## src/rtl/alu_exec_unit.sv

```systemverilog
// Integer ALU execute stage: single-cycle RV32I ALU feeding a small in-order
// result queue that drains onto the CDB through a request/grant handshake.

package alu_exec_pkg;

   parameter int unsigned XLEN  = 32;
   parameter int unsigned TAG_W = 6;

   typedef enum logic [3:0] {
      OpAdd   = 4'd0,
      OpSub   = 4'd1,
      OpSll   = 4'd2,
      OpSlt   = 4'd3,
      OpSltu  = 4'd4,
      OpXor   = 4'd5,
      OpSrl   = 4'd6,
      OpSra   = 4'd7,
      OpOr    = 4'd8,
      OpAnd   = 4'd9,
      OpPassB = 4'd10
   } alu_op_e;

   typedef struct packed {
      logic            ready;
      logic [XLEN-1:0] data;
   } operand_t;

   typedef struct packed {
      logic             is_valid;
      logic [3:0]       alu_op;
      logic [TAG_W-1:0] dest_tag;
      operand_t         src_0_a;
      operand_t         src_0_b;
   } instruction_t;

   typedef struct packed {
      logic             is_valid;
      logic [TAG_W-1:0] dest_tag;
      logic [XLEN-1:0]  result;
   } writeback_packet_t;

endpackage

module alu_exec_unit
   import alu_exec_pkg::*;
#(
   // Must be a power of two so the pointers wrap naturally.
   parameter int unsigned RESULT_DEPTH = 2
) (
   input  logic              clk,
   input  logic              rst,
   input  logic              flush,
   input  instruction_t      execute_pkt,
   output logic              alu_re,
   output logic              cdb_req,
   input  logic              cdb_grant,
   output writeback_packet_t wb_pkt
);

   localparam int unsigned PtrW = (RESULT_DEPTH > 1) ? $clog2(RESULT_DEPTH) : 1;
   localparam int unsigned CntW = $clog2(RESULT_DEPTH + 1);
   localparam int unsigned ShW  = $clog2(XLEN);

   localparam logic [CntW-1:0] CntFull = CntW'(RESULT_DEPTH);
   localparam logic [CntW-1:0] CntOne  = CntW'(1);
   localparam logic [PtrW-1:0] PtrOne  = PtrW'(1);

   logic [XLEN-1:0]  res_mem_q [RESULT_DEPTH];
   logic [TAG_W-1:0] tag_mem_q [RESULT_DEPTH];

   logic [PtrW-1:0] wr_ptr_q, wr_ptr_d;
   logic [PtrW-1:0] rd_ptr_q, rd_ptr_d;
   logic [CntW-1:0] count_q, count_d;

   logic            accept;
   logic            pop;
   logic [XLEN-1:0] op_a;
   logic [XLEN-1:0] op_b;
   logic [ShW-1:0]  shamt;
   logic [XLEN-1:0] alu_result;

   // Operand readiness is guaranteed upstream, so the ready bits are ignored.
   logic unused_ready;
   assign unused_ready = execute_pkt.src_0_a.ready ^ execute_pkt.src_0_b.ready;

   // alu_re depends only on registered state and flush, never on cdb_grant.
   assign alu_re  = (count_q != CntFull) && !flush;
   assign cdb_req = (count_q != '0);
   assign accept  = execute_pkt.is_valid && alu_re;
   assign pop     = cdb_req && cdb_grant;

   assign op_a  = execute_pkt.src_0_a.data;
   assign op_b  = execute_pkt.src_0_b.data;
   assign shamt = op_b[ShW-1:0];

   // Single-cycle integer result; undefined opcodes yield zero but still write back.
   always_comb begin
      alu_result = '0;
      case (execute_pkt.alu_op)
         OpAdd:   alu_result = op_a + op_b;
         OpSub:   alu_result = op_a - op_b;
         OpSll:   alu_result = op_a << shamt;
         OpSlt:   alu_result = {{(XLEN-1){1'b0}}, ($signed(op_a) < $signed(op_b))};
         OpSltu:  alu_result = {{(XLEN-1){1'b0}}, (op_a < op_b)};
         OpXor:   alu_result = op_a ^ op_b;
         OpSrl:   alu_result = op_a >> shamt;
         OpSra:   alu_result = $unsigned($signed(op_a) >>> shamt);
         OpOr:    alu_result = op_a | op_b;
         OpAnd:   alu_result = op_a & op_b;
         OpPassB: alu_result = op_b;
         default: alu_result = '0;
      endcase
   end

   // Queue pointer and occupancy update; flush discards any same-cycle push or pop.
   always_comb begin
      wr_ptr_d = wr_ptr_q;
      rd_ptr_d = rd_ptr_q;
      count_d  = count_q;
      if (flush) begin
         wr_ptr_d = '0;
         rd_ptr_d = '0;
         count_d  = '0;
      end else begin
         if (accept) wr_ptr_d = wr_ptr_q + PtrOne;
         if (pop)    rd_ptr_d = rd_ptr_q + PtrOne;
         case ({accept, pop})
            2'b10:   count_d = count_q + CntOne;
            2'b01:   count_d = count_q - CntOne;
            default: count_d = count_q;
         endcase
      end
   end

   // Queue control state, cleared asynchronously so reset drops all entries.
   always_ff @(posedge clk or negedge rst) begin
      if (!rst) begin
         wr_ptr_q <= '0;
         rd_ptr_q <= '0;
         count_q  <= '0;
      end else begin
         wr_ptr_q <= wr_ptr_d;
         rd_ptr_q <= rd_ptr_d;
         count_q  <= count_d;
      end
   end

   // Result storage; contents are only visible while count is non-zero.
   always_ff @(posedge clk) begin
      if (accept) begin
         res_mem_q[wr_ptr_q] <= alu_result;
         tag_mem_q[wr_ptr_q] <= execute_pkt.dest_tag;
      end
   end

   // Head entry toward the CDB, forced to zero when the queue is empty.
   always_comb begin
      wb_pkt = '0;
      if (cdb_req) begin
         wb_pkt.is_valid = 1'b1;
         wb_pkt.dest_tag = tag_mem_q[rd_ptr_q];
         wb_pkt.result   = res_mem_q[rd_ptr_q];
      end
   end

endmodule

```

## config.mk

```make
export PLATFORM = sky130hd
export DESIGN_NAME = alu_exec_unit
export DESIGN_NICKNAME = d
export VERILOG_FILES = /design/src/rtl/alu_exec_unit.sv
export SDC_FILE = /design/constraint.sdc
export NUM_CORES = 1
export LEC_CHECK = 0
export ABC_AREA = 1
export CAP_MARGIN = 10
export CELL_PAD_IN_SITES_DETAIL_PLACEMENT = 1
export CELL_PAD_IN_SITES_GLOBAL_PLACEMENT = 2
export CORE_MARGIN = 1
export CORE_UTILIZATION = 31
export DETAILED_ROUTE_END_ITERATION = 8
export PLACE_DENSITY_LB_ADDON = 0.1
export SETUP_SLACK_MARGIN = 0.2
export SLEW_MARGIN = 20
export SYNTH_ARGS = -nofsm -noshare
export SYNTH_HDL_FRONTEND = slang
export SYNTH_SLANG_ARGS = --single-unit
```

## constraint.sdc

```tcl
create_clock -name clk -period 3.6 [get_ports clk]
set_clock_uncertainty 0.1 [all_clocks]
set_input_delay 0.36 -clock clk [delete_from_list [all_inputs] [get_ports clk]]
set_output_delay 0.36 -clock clk [all_outputs]
set_load 0.005 [all_outputs]
```

# Yosys cells after proc, flatten, opt, wreduce, memory -nomap -nowiden
# Memories as Yosys holds them, arrays and structs flattened.
# Index checks and enable logic that the tools add are counted.
dict set report classes {
  mux 10
  n_lt_le_gt_ge 2
  n_addsub 6
  shifts 3
  n_eq_ne 13
  n_reduce_logical 9
  n_bitwise 3
}
# op n
set op_table {}
lappend op_table {{$pmux 32 s11} 1}
lappend op_table {{$lt 32x32->1} 2}
lappend op_table {{$mux 39} 1}
lappend op_table {{$add 32x32->32} 1}
lappend op_table {{$and 32x32->32} 1}
lappend op_table {{$or 32x32->32} 1}
lappend op_table {{$shl 32x5->32} 1}
lappend op_table {{$shr 32x5->32} 1}
lappend op_table {{$sshr 32x5->32} 1}
lappend op_table {{$sub 32x32->32} 1}
lappend op_table {{$xor 32x32->32} 1}
lappend op_table {{$eq 4x3->1 const B} 4}
lappend op_table {{$eq 4x4->1 const B} 3}
lappend op_table {{$eq 4x2->1 const B} 2}
lappend op_table {{$mux 1} 6}
lappend op_table {{$reduce_bool 2->1} 3}
lappend op_table {{$eq 4x1->1 const B} 1}
lappend op_table {{$logic_not 4->1} 1}
lappend op_table {{$pmux 2 s2} 1}
lappend op_table {{$logic_and 1x1->1} 3}
lappend op_table {{$reduce_bool 3->1} 1}
lappend op_table {{$add 1x1->1 const B} 2}
lappend op_table {{$add 2x1->2 const B} 1}
lappend op_table {{$eq 2x1->1 const B} 1}
lappend op_table {{other kinds (5)} 5}
dict set report totals {
  mem_bits_rw 76
  register_bits 4
  n_memories 2
  word_cells 51
  output_inout_bits 41
}
# memory words width read_ports rd_ports_with_merged_regs write_ports line
set memory_table {}
lappend memory_table {res_mem_q 2 32 1 0 1 68} ;# logic [XLEN-1:0] res_mem_q [RESULT_DEPTH];
lappend memory_table {tag_mem_q 2 6 1 0 1 69} ;# logic [TAG_W-1:0] tag_mem_q [RESULT_DEPTH];

# Logic depth before layout (Yosys ltp)
dict set report logic_depth {
  ltp_word 6
  ltp_mapped 18
  depth_no_buf 16
}

# Worst setup path after synthesis
# OpenSTA, ideal clock, no wires.
dict set report synth_path {
  path_kind {register -> register}
  from {register count_q[1]}
  to {memory res_mem_q[0][0], enable pin}
  t_arrival_ps 2410
  n_path_buf 0
  required_ps 3067
  setup_slack_ps 656
  stages_incl_launch_ff 6
  synth_period_minus_slack_ps 2944
  path_cell_list {dfrtp_1 > inv_1 > nor2_1 > nor2_1 > nand2_1 > nor2_1}
}
dict set report synth_between {
  elab_chain_len 5
}
# item line
set synth_rtl {}
lappend synth_rtl {{start, declared} 73} ;# logic [CntW-1:0] count_q, count_d;
lappend synth_rtl {{start signal, assigned} 144} ;# count_q <= count_d;
lappend synth_rtl {{$ne 2x2->1} 87} ;# assign alu_re = (count_q != CntFull) && !flush;
lappend synth_rtl {{$logic_and 1x1->1} 87}
lappend synth_rtl {{net alu_re} 54} ;# output logic alu_re,
lappend synth_rtl {{$logic_and 1x1->1} 89} ;# assign accept = execute_pkt.is_valid && alu_re;
lappend synth_rtl {{$mux 1} 150} ;# if (accept) begin
lappend synth_rtl {{$mux 1 (implied by the code)} 151} ;# res_mem_q[wr_ptr_q] <= alu_result;
lappend synth_rtl {{end, declared} 68}
# The timed path passes the listed nets, and every way through them passes these cells.

# Worst setup path in the final report
dict set report layout_path {
  from {input execute_pkt[45] in the netlist's numbering}
  to {memory res_mem_q[1][17] (data pin)}
}
dict set report layout_between {
  elab_chain_len 2
  word_cells_on_any_way 6
}
# item line
set layout_rtl {}
lappend layout_rtl {{start, declared} 53} ;# input instruction_t execute_pkt,
lappend layout_rtl {{$sub 32x32->32 (tied with other cells)} 101} ;# OpSub: alu_result = op_a - op_b;
lappend layout_rtl {{$pmux 32 s11 (*)} 99} ;# case (execute_pkt.alu_op)
lappend layout_rtl {{net alu_result[17]} 80} ;# logic [XLEN-1:0] alu_result;
# The timed path passes the listed nets; every way through them passes the cells marked *.

==> impl_metrics.env <==
export IMPL_grt_pass1_vias=16655
export IMPL_synth_fp_nets=2637
export IMPL_cts_max_level=3
export IMPL_firstDrtPassIters=5
export IMPL_gp_congestion=0.924
export IMPL_reg2reg_depth=8
export IMPL_cp_max_fo=9
export IMPL_placed_cells=3152
export IMPL_pin_count=122
export IMPL_vias_per_cell=5.33
export IMPL_wl_um=72200
export IMPL_fmax_mhz=321
export IMPL_required_ns=3.54
export IMPL_crit_reg2reg_launch="count_q[0]$_DFFE_PN0P_"
export IMPL_power_density_mw_per_mm2=307
export IMPL_area_growth_pct=18.7
export IMPL_yosysSeqAreaShare=0.176
export IMPL_cts_sinks=80
export IMPL_crit_start="execute_pkt[45]"
export IMPL_postSynthRegisterBits=80
export IMPL_final_area_mm2=0.0160
export IMPL_rsz0062_at_grt="false"
export IMPL_synth_cell_types=40
export IMPL_final_common_cell="nand2_1"
export IMPL_synthArstFlopShare=0.0500
export IMPL_final_util=0.373
export IMPL_p_seq_frac=0.238
export IMPL_grt_max_degree=76
export IMPL_maxCapViolCount=0
export IMPL_drive_above_1_share=0.0569
export IMPL_p_int_uw=2720
export IMPL_cts_made_buffers=9
export IMPL_setup_violations=0
export IMPL_fin_setup_tns_ns=0
export IMPL_cts_hold_buf=0
export IMPL_finalCriticalPeriod_ns=3.11
export IMPL_die_y_um=211
export IMPL_antenna_found_initial=0
export IMPL_cts_buffer_depth=2
export IMPL_arrival_ns=3.05
export IMPL_rows=76
export IMPL_synth_area_leader_cell="nand2_1"
export IMPL_cts_tree="done"
export IMPL_grt_total_usage=0.323
export IMPL_dp_slack_ns=0.176
export IMPL_gr_total_overflow=0
export IMPL_synth_edff_count=76
export IMPL_nets=2759
export IMPL_ir_drop_v=0.000267
export IMPL_setup_worst_path_start_class="primary input"
export IMPL_route_detailed_wl_per_inst_um=22.8
export IMPL_insertion_delay_ns=0.34
export IMPL_route_detailed_drc=0
export IMPL_yosys_top_cells_area="nand2_1 (24%), nand3_1 (18%), edfxtp_1 (17%), inv_1 (9.1%), ha_1 (9.1%)"
export IMPL_syn_cell_area_mm2=0.0135
export IMPL_path_clk_slew_ns=0.07
export IMPL_ant_nets=0
export IMPL_post_dp_cell_area_mm2=0.0157
export IMPL_syn_area_per_cell_um2=5.50
export IMPL_p_switching_uw=2200
export IMPL_vias=16890
export IMPL_dieArea_mm2=0.0444
export IMPL_drt_iter0_markers=1369
export IMPL_relSlewSlack=0.430
export IMPL_setup_ws_ns=0.487
export IMPL_synth_top_flop_cell="edfxtp_1"
export IMPL_hp_class="primary input to asynchronous set/reset pin"
export IMPL_clkPwrFrac=0.193
export IMPL_worstMarginPinSlew_ns=0.854
export IMPL_final_cell_mix="nand2_1 (846), nand3_1 (494), inv_1 (327), nor2_1 (196), clkdlybuf4s50_1 (116)"
export IMPL_netlist_instances=2456
export IMPL_finalMaxSlewViolations=0
export IMPL_status="completed"
export IMPL_crit_type="primary input to flip-flop"
export IMPL_dp_hpwl_um=60500
export IMPL_pwr_share_comb=0.569
export IMPL_cts_setup_buffers=0
export IMPL_worstSetupEndpointType="flip-flop"
export IMPL_grt_pass1_wl_um=106000
export IMPL_p_leak_uw=0.00825
export IMPL_numPortBuffers=119
export IMPL_synth_top_area_share=0.235
export IMPL_synth_warning_count=0
export IMPL_start_util=0.314
export IMPL_swShare=0.448
export IMPL_core_mm2=0.0430
export IMPL_period_share=0.865
export IMPL_fp_dieW_um=211
export IMPL_diodes=0
export IMPL_root_buffer="clkbuf_16"
export IMPL_cts_resized=0
export IMPL_finalHoldViolations=0
export IMPL_instances_no_fill=3168
## cell families (layout without fill, tap and decap cells)
family | after synthesis | in the layout | share of synthesized area
AND/OR/NAND/NOR | 1621 | 1621 | 0.510
XOR/XNOR | 3 | 3 | 0.00195
adder cells (fa/ha/maj) | 100 | 100 | 0.0938
AO/OA/AOI/OAI | 203 | 203 | 0.0825
flip-flops | 80 | 80 | 0.176
buffers and inverters | 449 | 576 | 0.135
## worst max-delay path, stage by stage
cell             delay, ns
clkdlybuf4s50_1       0.53
inv_1                 0.15
ha_1                  0.52
nand2_1               0.16
nor2_1                0.15
inv_1                 0.08
nor3_1                0.35
nand4_1               0.30
nand3_1               0.15
nand2_1               0.06
nand3_1               0.07
nand3_1               0.16
## cells in the mapped netlist, drive strengths merged, types with 8 or more instances
cell type,count
nand2,850
and2,13
o21ai,58
nand3,495
edfxtp,76
buf,85
clkbuf,28
inv,335
a21oi,95
nor3,22
o22ai,23
nand4,28
ha,98
o21bai,8
o211ai,11
nor2,205
## layer usage
metal  vias up  routed length, µm  GRT usage
met5         -                  0          0
met3        95               2980     0.0201
met2       491              33500      0.539
met4         0               3080      0.123
li1       8151                  -          -
met1      8153              32700      0.436
## power groups by stage
stage	logic, µW	registers, µW	clock network [µW]
final	2800	1170	948
after global routing	3050	1180	985
after CTS	2800	1170	962
after detailed placement	2780	1190	0
after global placement	2740	1190	0
after floorplan	1430	1180	0
## layout make-up
class | count | area (µm²)
inverters | 336 | 1260
multi-input cells | 1927 | 9310
clock inverters | 6 | 73.8
clock buffers | 10 | 239
repair buffers | 224 | 2030
flip-flops and latches | 80 | 2380
fillers | 5886 | 27000
well taps | 585 | 732
## path summary, 6_finish.rpt
kind	to	slack, ns
max	res_mem_q[1][17]$_DFFE_PP_	0.49
min	count_q[1]$_DFFE_PN0P_	0.13
max reg2reg	count_q[1]$_DFFE_PN0P_	1.50
min reg2reg	count_q[0]$_DFFE_PN0P_	0.48
max in group asynchronous	rd_ptr_q$_DFFE_PN0P_	3.09
min in group clk	count_q[0]$_DFFE_PN0P_	0.48
## registers in the layout, indices dropped and copies added, names as in the netlist
name,cells
res_mem_q,64
tag_mem_q,12
count_q,2
rd_ptr_q,1
wr_ptr_q,1
## per-stage QoR
stage          hold slack, ns  power [µW]
2_1_floorplan         -0.0356        2620
3_3_place_gp            0.437        3930
3_5_place_dp            0.470        3980
4_1_cts                 0.121        4930
5_1_grt                 0.133        5220
6_report                0.127        4920
Power figures use the tool's default switching activity.
